--- src/rtl/ard_rx_frame_decoder.sv ---
// ard_rx_frame_decoder: UART (8N1) receiver plus fixed 8-byte button-frame parser.
// Frame: A5 sync, six payload bytes, XOR checksum. Good frames emit one-cycle
// "new button" masks with frame_valid; bad/timed-out frames pulse frame_error.
// Optional macro ARD_RX_PARITY_EN adds an even-parity bit after the data bits.
module ard_rx_frame_decoder #(
  parameter int CLKFRQ       = 100000000,
  parameter int BAUDRATE     = 9600,
  parameter int TIMEOUT_BITS = 30
) (
  input  logic        clk,
  input  logic        reset,
  input  logic        en,
  input  logic        rx,
  output logic [11:0] newRealFloorButton,
  output logic [9:1]  newInternalButton1,
  output logic [9:1]  newInternalButton2,
  output logic [9:1]  newInternalButton3,
  output logic        frame_valid,
  output logic        frame_error
);

  localparam int CLKS_PER_BIT = CLKFRQ / BAUDRATE;
  localparam int HALF_BIT     = CLKS_PER_BIT / 2;
  localparam int TIMEOUT_CLKS = TIMEOUT_BITS * CLKS_PER_BIT;
  localparam int CW           = $clog2(CLKS_PER_BIT + 1);
  localparam int TW           = $clog2(TIMEOUT_CLKS + 1);
  localparam logic [CW-1:0] BIT_LAST  = CW'(CLKS_PER_BIT - 1);
  localparam logic [CW-1:0] HALF_LAST = CW'(HALF_BIT - 1);
  localparam logic [TW-1:0] TO_LAST   = TW'(TIMEOUT_CLKS - 1);
  localparam logic [7:0]    SYNC      = 8'hA5;

  typedef enum logic [2:0] {
    B_IDLE, B_START, B_DATA, B_STOP
`ifdef ARD_RX_PARITY_EN
    , B_PARITY
`endif
  } bit_state_e;

  typedef enum logic [1:0] {P_HUNT, P_PAYLOAD, P_CHECK} par_state_e;

  logic rx_s1_q, rx_s2_q, rx_prev_q;

  bit_state_e bit_state_q, bit_state_d;
  logic [CW-1:0] cnt_q, cnt_d;
  logic [2:0]    bit_idx_q, bit_idx_d;
  logic [7:0]    shreg_q, shreg_d;
  logic          byte_done, byte_err;

  par_state_e    pstate_q, pstate_d;
  logic [2:0]    idx_q, idx_d;
  logic [7:0]    xor_q, xor_d;
  logic [TW-1:0] to_cnt_q, to_cnt_d;
  logic [11:0]   real_q, real_d;
  logic [9:1]    i1_q, i1_d, i2_q, i2_d, i3_q, i3_d;

  logic [11:0]   out_real_q, out_real_d;
  logic [9:1]    out_i1_q, out_i1_d, out_i2_q, out_i2_d, out_i3_q, out_i3_d;
  logic          fv_q, fv_d, fe_q, fe_d;

  // Two-flop synchronizer plus previous-sample flop for start-edge detection.
  always_ff @(posedge clk) begin
    if (reset) begin
      rx_s1_q   <= 1'b1;
      rx_s2_q   <= 1'b1;
      rx_prev_q <= 1'b1;
    end else begin
      rx_s1_q   <= rx;
      rx_s2_q   <= rx_s1_q;
      rx_prev_q <= rx_s2_q;
    end
  end

  // Bit-level receive FSM: start validation, mid-bit sampling, stop check.
  always_comb begin
    bit_state_d = bit_state_q;
    cnt_d       = cnt_q;
    bit_idx_d   = bit_idx_q;
    shreg_d     = shreg_q;
    byte_done   = 1'b0;
    byte_err    = 1'b0;
    case (bit_state_q)
      B_IDLE: begin
        cnt_d = '0;
        if (rx_prev_q && !rx_s2_q) bit_state_d = B_START;
      end
      B_START: begin
        if (cnt_q == HALF_LAST) begin
          cnt_d       = '0;
          bit_idx_d   = '0;
          bit_state_d = rx_s2_q ? B_IDLE : B_DATA;
        end else cnt_d = cnt_q + 1'b1;
      end
      B_DATA: begin
        if (cnt_q == BIT_LAST) begin
          cnt_d     = '0;
          shreg_d   = {rx_s2_q, shreg_q[7:1]};
          bit_idx_d = bit_idx_q + 3'd1;
`ifdef ARD_RX_PARITY_EN
          if (bit_idx_q == 3'd7) bit_state_d = B_PARITY;
`else
          if (bit_idx_q == 3'd7) bit_state_d = B_STOP;
`endif
        end else cnt_d = cnt_q + 1'b1;
      end
`ifdef ARD_RX_PARITY_EN
      B_PARITY: begin
        if (cnt_q == BIT_LAST) begin
          cnt_d = '0;
          if (rx_s2_q != ^shreg_q) begin
            byte_err    = 1'b1;
            bit_state_d = B_IDLE;
          end else bit_state_d = B_STOP;
        end else cnt_d = cnt_q + 1'b1;
      end
`endif
      B_STOP: begin
        if (cnt_q == BIT_LAST) begin
          cnt_d       = '0;
          bit_state_d = B_IDLE;
          if (rx_s2_q) byte_done = 1'b1;
          else         byte_err  = 1'b1;
        end else cnt_d = cnt_q + 1'b1;
      end
      default: bit_state_d = B_IDLE;
    endcase
    if (!en) begin
      bit_state_d = B_IDLE;
      cnt_d       = '0;
      bit_idx_d   = '0;
      byte_done   = 1'b0;
      byte_err    = 1'b0;
    end
  end

  // Frame parser: sync hunt, payload capture with running XOR, checksum, timeout.
  always_comb begin
    pstate_d   = pstate_q;
    idx_d      = idx_q;
    xor_d      = xor_q;
    real_d     = real_q;
    i1_d       = i1_q;
    i2_d       = i2_q;
    i3_d       = i3_q;
    out_real_d = '0;
    out_i1_d   = '0;
    out_i2_d   = '0;
    out_i3_d   = '0;
    fv_d       = 1'b0;
    fe_d       = 1'b0;
    to_cnt_d   = '0;
    if (pstate_q != P_HUNT)
      to_cnt_d = (to_cnt_q < TO_LAST) ? to_cnt_q + 1'b1 : to_cnt_q;
    if (byte_done) to_cnt_d = TW'(1);
    case (pstate_q)
      P_HUNT: begin
        if (byte_done && shreg_q == SYNC) begin
          pstate_d = P_PAYLOAD;
          idx_d    = 3'd1;
          xor_d    = '0;
        end
      end
      P_PAYLOAD: begin
        if (byte_done) begin
          xor_d = xor_q ^ shreg_q;
          case (idx_q)
            3'd1: real_d[7:0]  = shreg_q;
            3'd2: real_d[11:8] = shreg_q[3:0];
            3'd3: i1_d[8:1]    = shreg_q;
            3'd4: i2_d[8:1]    = shreg_q;
            3'd5: i3_d[8:1]    = shreg_q;
            default: begin
              i1_d[9] = shreg_q[0];
              i2_d[9] = shreg_q[1];
              i3_d[9] = shreg_q[2];
            end
          endcase
          if (idx_q == 3'd6) pstate_d = P_CHECK;
          else               idx_d    = idx_q + 3'd1;
        end
      end
      P_CHECK: begin
        if (byte_done) begin
          pstate_d = P_HUNT;
          if (shreg_q == xor_q) begin
            fv_d       = 1'b1;
            out_real_d = real_q;
            out_i1_d   = i1_q;
            out_i2_d   = i2_q;
            out_i3_d   = i3_q;
          end else fe_d = 1'b1;
        end
      end
      default: pstate_d = P_HUNT;
    endcase
    if (byte_err) begin
      fe_d     = 1'b1;
      pstate_d = P_HUNT;
    end
    // byte_done only fires in STOP, so the idle-gated timeout never collides with it.
    if (pstate_q != P_HUNT && bit_state_q == B_IDLE && to_cnt_q >= TO_LAST) begin
      fe_d     = 1'b1;
      pstate_d = P_HUNT;
    end
    if (!en) begin
      pstate_d   = P_HUNT;
      idx_d      = '0;
      xor_d      = '0;
      to_cnt_d   = '0;
      fv_d       = 1'b0;
      fe_d       = 1'b0;
      out_real_d = '0;
      out_i1_d   = '0;
      out_i2_d   = '0;
      out_i3_d   = '0;
    end
  end

  // State and output registers.
  always_ff @(posedge clk) begin
    if (reset) begin
      bit_state_q <= B_IDLE;
      cnt_q       <= '0;
      bit_idx_q   <= '0;
      shreg_q     <= '0;
      pstate_q    <= P_HUNT;
      idx_q       <= '0;
      xor_q       <= '0;
      to_cnt_q    <= '0;
      real_q      <= '0;
      i1_q        <= '0;
      i2_q        <= '0;
      i3_q        <= '0;
      out_real_q  <= '0;
      out_i1_q    <= '0;
      out_i2_q    <= '0;
      out_i3_q    <= '0;
      fv_q        <= 1'b0;
      fe_q        <= 1'b0;
    end else begin
      bit_state_q <= bit_state_d;
      cnt_q       <= cnt_d;
      bit_idx_q   <= bit_idx_d;
      shreg_q     <= shreg_d;
      pstate_q    <= pstate_d;
      idx_q       <= idx_d;
      xor_q       <= xor_d;
      to_cnt_q    <= to_cnt_d;
      real_q      <= real_d;
      i1_q        <= i1_d;
      i2_q        <= i2_d;
      i3_q        <= i3_d;
      out_real_q  <= out_real_d;
      out_i1_q    <= out_i1_d;
      out_i2_q    <= out_i2_d;
      out_i3_q    <= out_i3_d;
      fv_q        <= fv_d;
      fe_q        <= fe_d;
    end
  end

  assign newRealFloorButton = out_real_q;
  assign newInternalButton1 = out_i1_q;
  assign newInternalButton2 = out_i2_q;
  assign newInternalButton3 = out_i3_q;
  assign frame_valid        = fv_q;
  assign frame_error        = fe_q;

endmodule

--- config.mk ---
export PLATFORM = sky130hd
export DESIGN_NAME = ard_rx_frame_decoder
export DESIGN_NICKNAME = d
export VERILOG_FILES = /design/src/rtl/ard_rx_frame_decoder.sv
export SDC_FILE = /design/constraint.sdc
export NUM_CORES = 1
export LEC_CHECK = 0
export ABC_CLOCK_PERIOD_IN_PS = 2700
export CAP_MARGIN = 20
export CORE_MARGIN = 2
export CORE_UTILIZATION = 45
export DETAILED_ROUTE_END_ITERATION = 10
export GPL_ROUTABILITY_DRIVEN = 1
export GPL_TIMING_DRIVEN = 0
export SYNTH_ARGS = -nofsm -noshare
export SYNTH_HDL_FRONTEND = slang
export SYNTH_SLANG_ARGS = --single-unit
--- constraint.sdc ---
create_clock -name clk -period 2.7 [get_ports clk]
set_clock_uncertainty 0.05 [all_clocks]
set_input_delay 0.54 -clock clk [delete_from_list [all_inputs] [get_ports clk]]
set_output_delay 0.54 -clock clk [all_outputs]
set_load 0.005 [all_outputs]
Word-level counts from Yosys, hierarchy flattened
Index checks and enable logic that the tools add are counted.

word-level totals
  register bits = 143
  bits of input ports = 4
  output and inout bits = 41
  logic and storage cells = 138

operators by class
  add/subtract/negate cells = 4
  magnitude comparators = 2
  eq/ne operators = 27
  muxes and demuxes = 42
  bitwise operators = 7
  reductions and logical operators = 30

operators with widths
  cell                     number
  $pmux W14 S3             1
  $mux W3                  10
  $mux W14                 2
  $reduce_and A3 Y1        8
  $ne A2 B2 Y1 const B     10
  $add A19 B1 Y19 const B  1
  $ge A19 B19 Y1 const B   1
  $lt A19 B19 Y1 const B   1
  $mux W1                  17
  $mux W8                  2
  $pmux W8 S2              1
  $add A14 B1 Y14 const B  1
  $eq A14 B13 Y1 const B   1
  $eq A14 B14 Y1 const B   1
  $eq A3 B2 Y1 const B     4
  $eq A3 B3 Y1 const B     4
  $pmux W3 S2              2
  $pmux W3 S4              1
  $reduce_or A4 Y1         3
  $mux W2                  5
  $reduce_or A5 Y1         2
  $eq A8 B8 Y1             1
  $eq A8 B8 Y1 const B     1
  $reduce_and A4 Y1        2
  other kinds (17)         30

Logic depth before layout (Yosys ltp)
Gate-level depths: netlist of run 1.

  depth in word-level cells = 8
  gate-level depth with buffers = 8
  mapped depth without buffers = 7

Least setup slack after synthesis of run 1
No wires, ideal clock.

  path kind = register to register
  from = reg cnt_q[0]
  to = reg real_q[7]
  library setup time = 0.128 ns
  data arrival time = 1.910 ns
  required time = 2.522 ns
  slack = 0.613 ns
  cell stages (with the launch flop) = 8
  path buffers = 1
  clock period less this slack = 2.087 ns
  path through = dfxtp_1 ha_1 and4_1 nand4_1 buf_6 nor4_4 mux2i_1 nor2_1

between the ends
  longest elaborated chain between the ends = 5

RTL lines
  element                      line  text
  start, declared              44    logic [CW-1:0] cnt_q, cnt_d;
  start signal, assigned       241   cnt_q <= cnt_d;
  $eq A14 B14 Y1               117   if (cnt_q == BIT_LAST) begin
  $mux W1                      117
  $mux W1                      81    case (bit_state_q)
  $mux W1                      126   if (!en) begin
  $reduce_and A3 Y1 (no line)  -
  end signal, assigned         248   real_q <= real_d;
  end, declared                53    logic [11:0] real_q, real_d;

No other way between the ends.
A chain may end at the register's enable or synchronous reset.

Final worst setup path of run 1
  from = reg cnt_q[0]
  to = reg real_q[3]

The elaborated chain is that of the path after synthesis.

==> reports/metrics.yaml, run 1 <==
worst_setup_path:
  cp-end-kind: "flop"
  cp_cell_sequence: "ha_1, and4_1, nand4_1, buf_6, nor4_4, mux2i_1, nor2_1"
  r2r_slack_ns: 0.20
  cp-start-kind: "flop"
  cp_slowest_stage_delay_ns: 0.70
  startpoint: "cnt_q[0]$_SDFFE_PP0P_"
  cp_max_fo: 10
  required_ns: 2.93
  critPathSlowestCell: "nor4_4"
  arrival_ns: 2.73
  critical_path_class: "flop to flop"
  reg2regPathDepth: 7
  rr_startpoint: "cnt_q[0]$_SDFFE_PP0P_"
  r2r-end: "real_q[3]$_SDFFE_PP0P_"
  crit_end: "real_q[3]$_SDFFE_PP0P_"
timing:
  final_hold_viol_count: 0
  fin_crit_sh: 0.924
  fmax_mhz: 401
  hold_slack_ns: 0.364
  fin_crit_ns: 2.50
  setup_violations: 0
  relSlewSlack: 0.491
  report.final.slew_viol_count: 0
  grt_setup_unrepaired: "false"
  tightest_slew_ns: 0.757
floorplan:
  start_util: 0.456
  die_y_um: 116
  core-area_sq_um: 12500
  rows: 41
  dieArea_sq_um: 13500
  ioPinCount: 45
  die_w_um: 116
final_layout:
  finalNonFillerCells: 850
  drive_gt1_frac: 0.0737
  nFillCells: 1167
  multi_input_area_sq_um: 2690
  fin_nets: 680
  diodes: 0
  layout.area.seq_sq_um: 2840
  syn2layout_area_growth_pct: 21.9
synthesis:
  ys.flop_type: "dfxtp_1"
  ys_seq_elements: 142
  ys_warn_count: 0
  yosysSeqAreaShare: 0.500
  yosys.area.top_type_share: 0.500
  yosysTopAreaCell: "dfxtp_1"
  synthCells: 604
  syn_avg_cell_area_sq_um: 9.41
  synth.net_count: 617
  async_flop_share: 0
  synthTopCellsByArea: "dfxtp_1 (50%), mux2i_1 (8.6%), nor2_1 (5.7%), and2_1 (4.6%), a21oi_1 (2.3%)"
  synth_edf_count: 0
  syn_area_sq_um: 5690
  yosysUniqueCellTypes: 52
clock_network:
  clk_pin_slew_worst_paths_ns: 0.06
  clock_path_buffers: 2
  holdBufCountCts: 0
  clk_latency_ns: 0.42
  cts_buffers: 17
  cts_tree: "yes"
  cts_num_sinks: 142
  clockRootBuffer: "clkbuf_16"
  htree_levels: 4
global_route:
  grt.overflow.total: 0
  grtUsageTotal: 0.195
  grt_max_degree: 17
  grt_pass1_wl_um: 20400
  grt_pass1_vias: 4109
  antenna_found_initial: 0
placement:
  place.gp.congestion: 0.845
  hpwl_um: 8290
  port_buffers: 43
  dp_cells: 819
power_and_ir_drop:
  powerDensity_nw_per_um2: 635
  p_leak_uw: 0.00263
  total_power_uw: 4400
  ir_drop_v: 0.000406
drt:
  first_iter_violations: 204
  drt_first_pass_iters: 4
  drcViolationCount: 0
  route.vias.total: 4408
  wl_per_cell_um: 14.2
  wl_um: 12100
  vias_per_cell: 5.19
  ant_nets: 0
flow_run:
  drv_cap: 0
worst_hold_path:
  min_path_type: "flop to flop"
outcome:
  run_status: "finished clean"
-- layer usage --
layer | routed length [um] | global-route usage | up-vias
li1 | - | - | 2220
met1 | 5770 | 0.261 | 2097
met2 | 5630 | 0.299 | 78
met3 | 491 | 0.0581 | 13
met4 | 185 | 0.0714 | 0
met5 | 0 | 0 | -
-- power by group --
group	total, uW	internal [uW]	switching, uW
registers	2100	2100	2.19
logic	35.6	8.97	26.6
clock network	2270	1380	887
-- timing repair --
item,CTS,global route
setup endpoints to repair,0,46
setup buffers,0,1
gates resized for setup,0,2
-- state kept, by name, summed over array words and instances, names as in the netlist, 2 cells and up --
register and cells:
i1_q 9, newInternalButton1 9, idx_q 3, pstate_q 2, to_cnt_q 19, bit_idx_q 3
newInternalButton2 9, xor_q 8, real_q 12, newRealFloorButton 12, newInternalButton3 9, shreg_q 8
i3_q 9, i2_q 9, bit_state_q 2, cnt_q 14
-- cells in the mapped netlist (11+ instances only) --
cell	instances
a21oi_1	26
and2_1	42
clkbuf_1	27
dfxtp_1	142
mux2i_1	49
nand2_1	33
nand3_1	17
nand4_1	11
nor2_1	86
o21ai_0	26
xnor2_1	11
xor2_1	14
-- layout by cell type (no fill, tap or decap), types with 11 or more instances in the layout --
cell type and count:
o21ai_0 26, nor2_1 86, a21oi_1 26, and2_1 42
xnor2_1 11, nand4_1 11, mux2i_1 49, nand2_1 33
clkbuf_16 17, xor2_1 14, dfxtp_1 142, nand3_1 17
clkdlybuf4s50_1 43, clkbuf_1 27
-- layout make-up --
class | count | area share
plain buffers | 32 | 0.0195
well taps | 172 | 0.0311
multi-input cells | 421 | 0.388
inverters | 9 | 0.00487
flip-flops and latches | 142 | 0.410
clock inverters | 12 | 0.0202
repair buffers | 44 | 0.0632
clock buffers | 18 | 0.0634
-- through the flow --
stage	setup TNS, ns	setup WS, ns	utilization	cell area [sq um]
6_report	0	0.205	0.556	6930
5_1_grt	0	0.0280	0.556	6930
4_1_cts	0	0.0480	0.554	6910
3_5_place_dp	-1.61	-0.203	0.508	6330
3_3_place_gp	-1.22	-0.161	0.508	6330
2_1_floorplan	0	0.613	-	5690
-- worst max-delay path: cells and delay by family, from the launching register on --
kind          cells  cell delay, ns
flops             1            0.37
simple gates      4            1.21
mux               1            0.25
fa+ha+maj         1            0.24
buf+inv           1            0.22
-- logic make-up (layout without fill, tap and decap cells) --
logic type,count (synthesis),count (layout),share of synthesized area
AOI/OAI and AO/OA,77,77,0.0805
xor gates and xnor gates,25,25,0.0385
adders and majority gates,9,9,0.0198
buffers and inverters,41,115,0.0297
DFF,142,142,0.500
muxes,49,49,0.0863
and+or+nand+nor,261,261,0.245
-- worst min-delay path by stage --
stage                     cells past startpoint                  to               start  slack, ns
after floorplan                               1  rx_s2_q$_SDFF_PP1_  rx_s1_q$_SDFF_PP1_       0.34
after CTS                                     1  rx_s2_q$_SDFF_PP1_  rx_s1_q$_SDFF_PP1_       0.37
final                                         1  rx_s2_q$_SDFF_PP1_  rx_s1_q$_SDFF_PP1_       0.36
after global placement                        1  rx_s2_q$_SDFF_PP1_  rx_s1_q$_SDFF_PP1_       0.34
after global routing                          1  rx_s2_q$_SDFF_PP1_  rx_s1_q$_SDFF_PP1_       0.41
after detailed placement                      1  rx_s2_q$_SDFF_PP1_  rx_s1_q$_SDFF_PP1_       0.36
No activity file was read; power rests on OpenSTA's default activity.
==> run 2: changes to the inputs <==
Settings changed: ABC_CLOCK_PERIOD_IN_PS 2700 to 2930, CORE_UTILIZATION 45 to 55, PLACE_DENSITY_LB_ADDON set to 0.25.
Clock period 2.7 ns to 2.93 ns, I/O delays scaled along.
==> run 2 against run 1 <==
  * Cell count shrank 4.1%
  * First-iteration DRC count is 12% higher
  * Power fell by 9.7%
  * Worst hold slack got worse by 0.0054 ns
  * Critical path type unchanged
  * Largest power group unchanged
==> reports/metrics.yaml, run 2 (synthesized netlist as in run 1, its figures left out) <==
placement:
  place.gp.congestion: 0.856  # +1.3%
  pre_cts_ws_ns: 0.0215  # +0.225 ns
  hpwl_um: 7950  # -4.0%
  port_buffers: 43  # unchanged
clock_network:
  cts_setup_buffers: 0  # unchanged
  clk_pin_slew_worst_paths_ns: 0.06  # about the same
  holdBufCountCts: 0  # unchanged
  clockRootBuffer: "clkbuf_8"
  cts_tree: "yes"
  cts-resized-gates: 0  # unchanged
  clk_latency_ns: 0.53  # +0.11 ns
  cts_buffers: 17  # unchanged
  cts_num_sinks: 142  # unchanged
  htree_levels: 4  # unchanged
  clock_path_buffers: 2  # unchanged
timing:
  tightest_slew_ns: 0.744  # -0.0137 ns
  final_hold_viol_count: 0  # unchanged
  fin_crit_ns: 2.56  # +0.0659 ns
  fin_crit_sh: 0.874  # -0.0501
  setup_violations: 0  # unchanged
  report.final.slew_viol_count: 0  # unchanged
  finalSetupTns_ns: 0  # unchanged
  grt_setup_unrepaired: "false"
  fmax_mhz: 390  # -2.6%
  hold_slack_ns: 0.359  # -0.00543 ns
  fin_ws_ns: 0.369  # +0.164 ns
  relSlewSlack: 0.501  # +0.00923
final_layout:
  final_common_cell: "dfxtp_1"
  largest_reg_flops: 19  # unchanged
  drive_gt1_frac: 0.0736  # -0.000109
  regMostFlops: "to_cnt_q"
  reg_top3: "to_cnt_q (19), cnt_q (14)"
  final_cell_mix: "dfxtp_1 (142), nor2_1 (86), mux2i_1 (49), clkdlybuf4s50_1 (43), and2_1 (42)"
  syn2layout_area_growth_pct: 20.4
  fin_nets: 679  # -0.15%
  diodes: 0  # unchanged
worst_setup_path:
  arrival_ns: 2.90  # +0.17 ns
  cp_max_fo: 10  # unchanged
  cp-end-kind: "flop"
  critical_path_class: "flop to flop"
  cp-start-kind: "flop"
  required_ns: 3.27  # +0.34 ns
floorplan:
  rows: 37  # -9.8%
  core-area_sq_um: 10200  # -18%
  dieArea_sq_um: 11200  # -18%
  ioPinCount: 45  # unchanged
  die_w_um: 106  # -9.2%
  die_y_um: 106  # -9.2%
  start_util: 0.558  # +0.102
worst_hold_path:
  min_path_type: "flop to flop"
drt:
  drt_first_pass_iters: 5  # +1
  dr_wl_met3_um: 560  # +14%
  dr.max_layer_used: "met4"
  vias_per_cell: 5.52  # +6.5%
  drcViolationCount: 0  # unchanged
  first_iter_violations: 229  # +12%
  wl_met1_um: 5330  # -7.6%
  wl_um: 11900  # -1.3%
  dr_wl_met2_um: 5840  # +3.7%
  ant_nets: 0  # unchanged
  route.vias.total: 4501  # +2.1%
  wl_per_cell_um: 14.6  # +3.0%
flow_run:
  drv_cap: 0  # unchanged
power_and_ir_drop:
  p_leak_uw: 0.00262  # about the same
  ir_drop_v: 0.000437  # +7.6%
  powerDensity_nw_per_um2: 580  # -8.6%
global_route:
  grt_pass1_vias: 4184  # +1.8%
  antenna_found_initial: 0  # unchanged
  grtUsageTotal: 0.227  # +0.0324
  grt.overflow.total: 0  # unchanged
  grt_max_degree: 17  # unchanged
  grt_pass1_wl_um: 20100  # -1.8%
outcome:
  run_status: "finished clean"
## run 2: cell count changes in the layout (fill, tap and decap cells not counted)
cell,before,now
bufinv_16,2,1
o21ai_1,2,3
nor4_2,2,3
clkinv_4,4,5
clkinvlp_4,3,1
inv_6,2,3
clkinv_2,1,3
buf_4,2,1
nor4_4,2,1
clkbuf_16,17,16
clkbuf_8,1,2
inv_8,0,1
o21ai_2,1,0
## run 2: final cells by class
cell class	instances	area [sq um]
buffer	32	135
sequential	142	2840
clock buffer	18	428
multi-input combinational	421	2670
fill	814	3340
clock inverter	14	134
timing repair buffer	43	430
tap	136	170
inverter	9	33.8
## run 2: path summary, 6_finish.rpt
| check | startpoint | to | slack, ns | depth (start not counted) |
|---|---|---|---|---|
| max | shreg_q[5]$_SDFFE_PP0P_ | xor_q[4]$_SDFFE_PP0P_ | 0.37 | 6 |
| min | rx_s1_q$_SDFF_PP1_ | rx_s2_q$_SDFF_PP1_ | 0.36 | 1 |
| max reg2reg | shreg_q[5]$_SDFFE_PP0P_ | xor_q[4]$_SDFFE_PP0P_ | 0.37 | 6 |
| min reg2reg | rx_s1_q$_SDFF_PP1_ | rx_s2_q$_SDFF_PP1_ | 0.36 | 1 |
## run 2: stage by stage
| stage | power (uW) | instances | utilization | area [sq um] |
|---|---|---|---|---|
| finish | 3980 | 815 | 0.672 | 6850 |
| global route | 4090 | 815 | 0.672 | 6850 |
| CTS | 4010 | 815 | 0.672 | 6850 |
| detailed placement | 2010 | 783 | 0.617 | 6290 |
| global placement | 2010 | 783 | 0.617 | 6290 |
| floorplan | 2000 | 604 | - | 5690 |
## run 2: critical path, cell delays in order (launching register included)
cell	delay (ns)
dfxtp_1	0.30
clkbuf_1	0.42
nor4b_1	0.37
nand4_1	0.27
a2111o_1	0.64
o21ai_0	0.26
a21oi_1	0.11
## run 2: metal layers
| layer | track usage | vias up |
|---|---|---|
| met5 | 0 | - |
| met4 | 0.0789 | 0 |
| met3 | 0.0717 | 21 |
| met2 | 0.369 | 117 |
| met1 | 0.287 | 2141 |
| li1 | - | 2222 |
## run 2: power by group
group	leakage, uW	internal (uW)	switching, uW	total [uW]
Clock	0.000278	1160	847	2010
Sequential	0.00114	1930	1.90	1930
Combinational	0.00120	8.26	23.7	32.0
==> run 3: changes to the inputs <==
Settings changed: HOLD_SLACK_MARGIN set to 0.06, TNS_END_PERCENT set to 50.
==> results of run 3 <==
Final layout, timing and power as in run 2 (identical DEF).
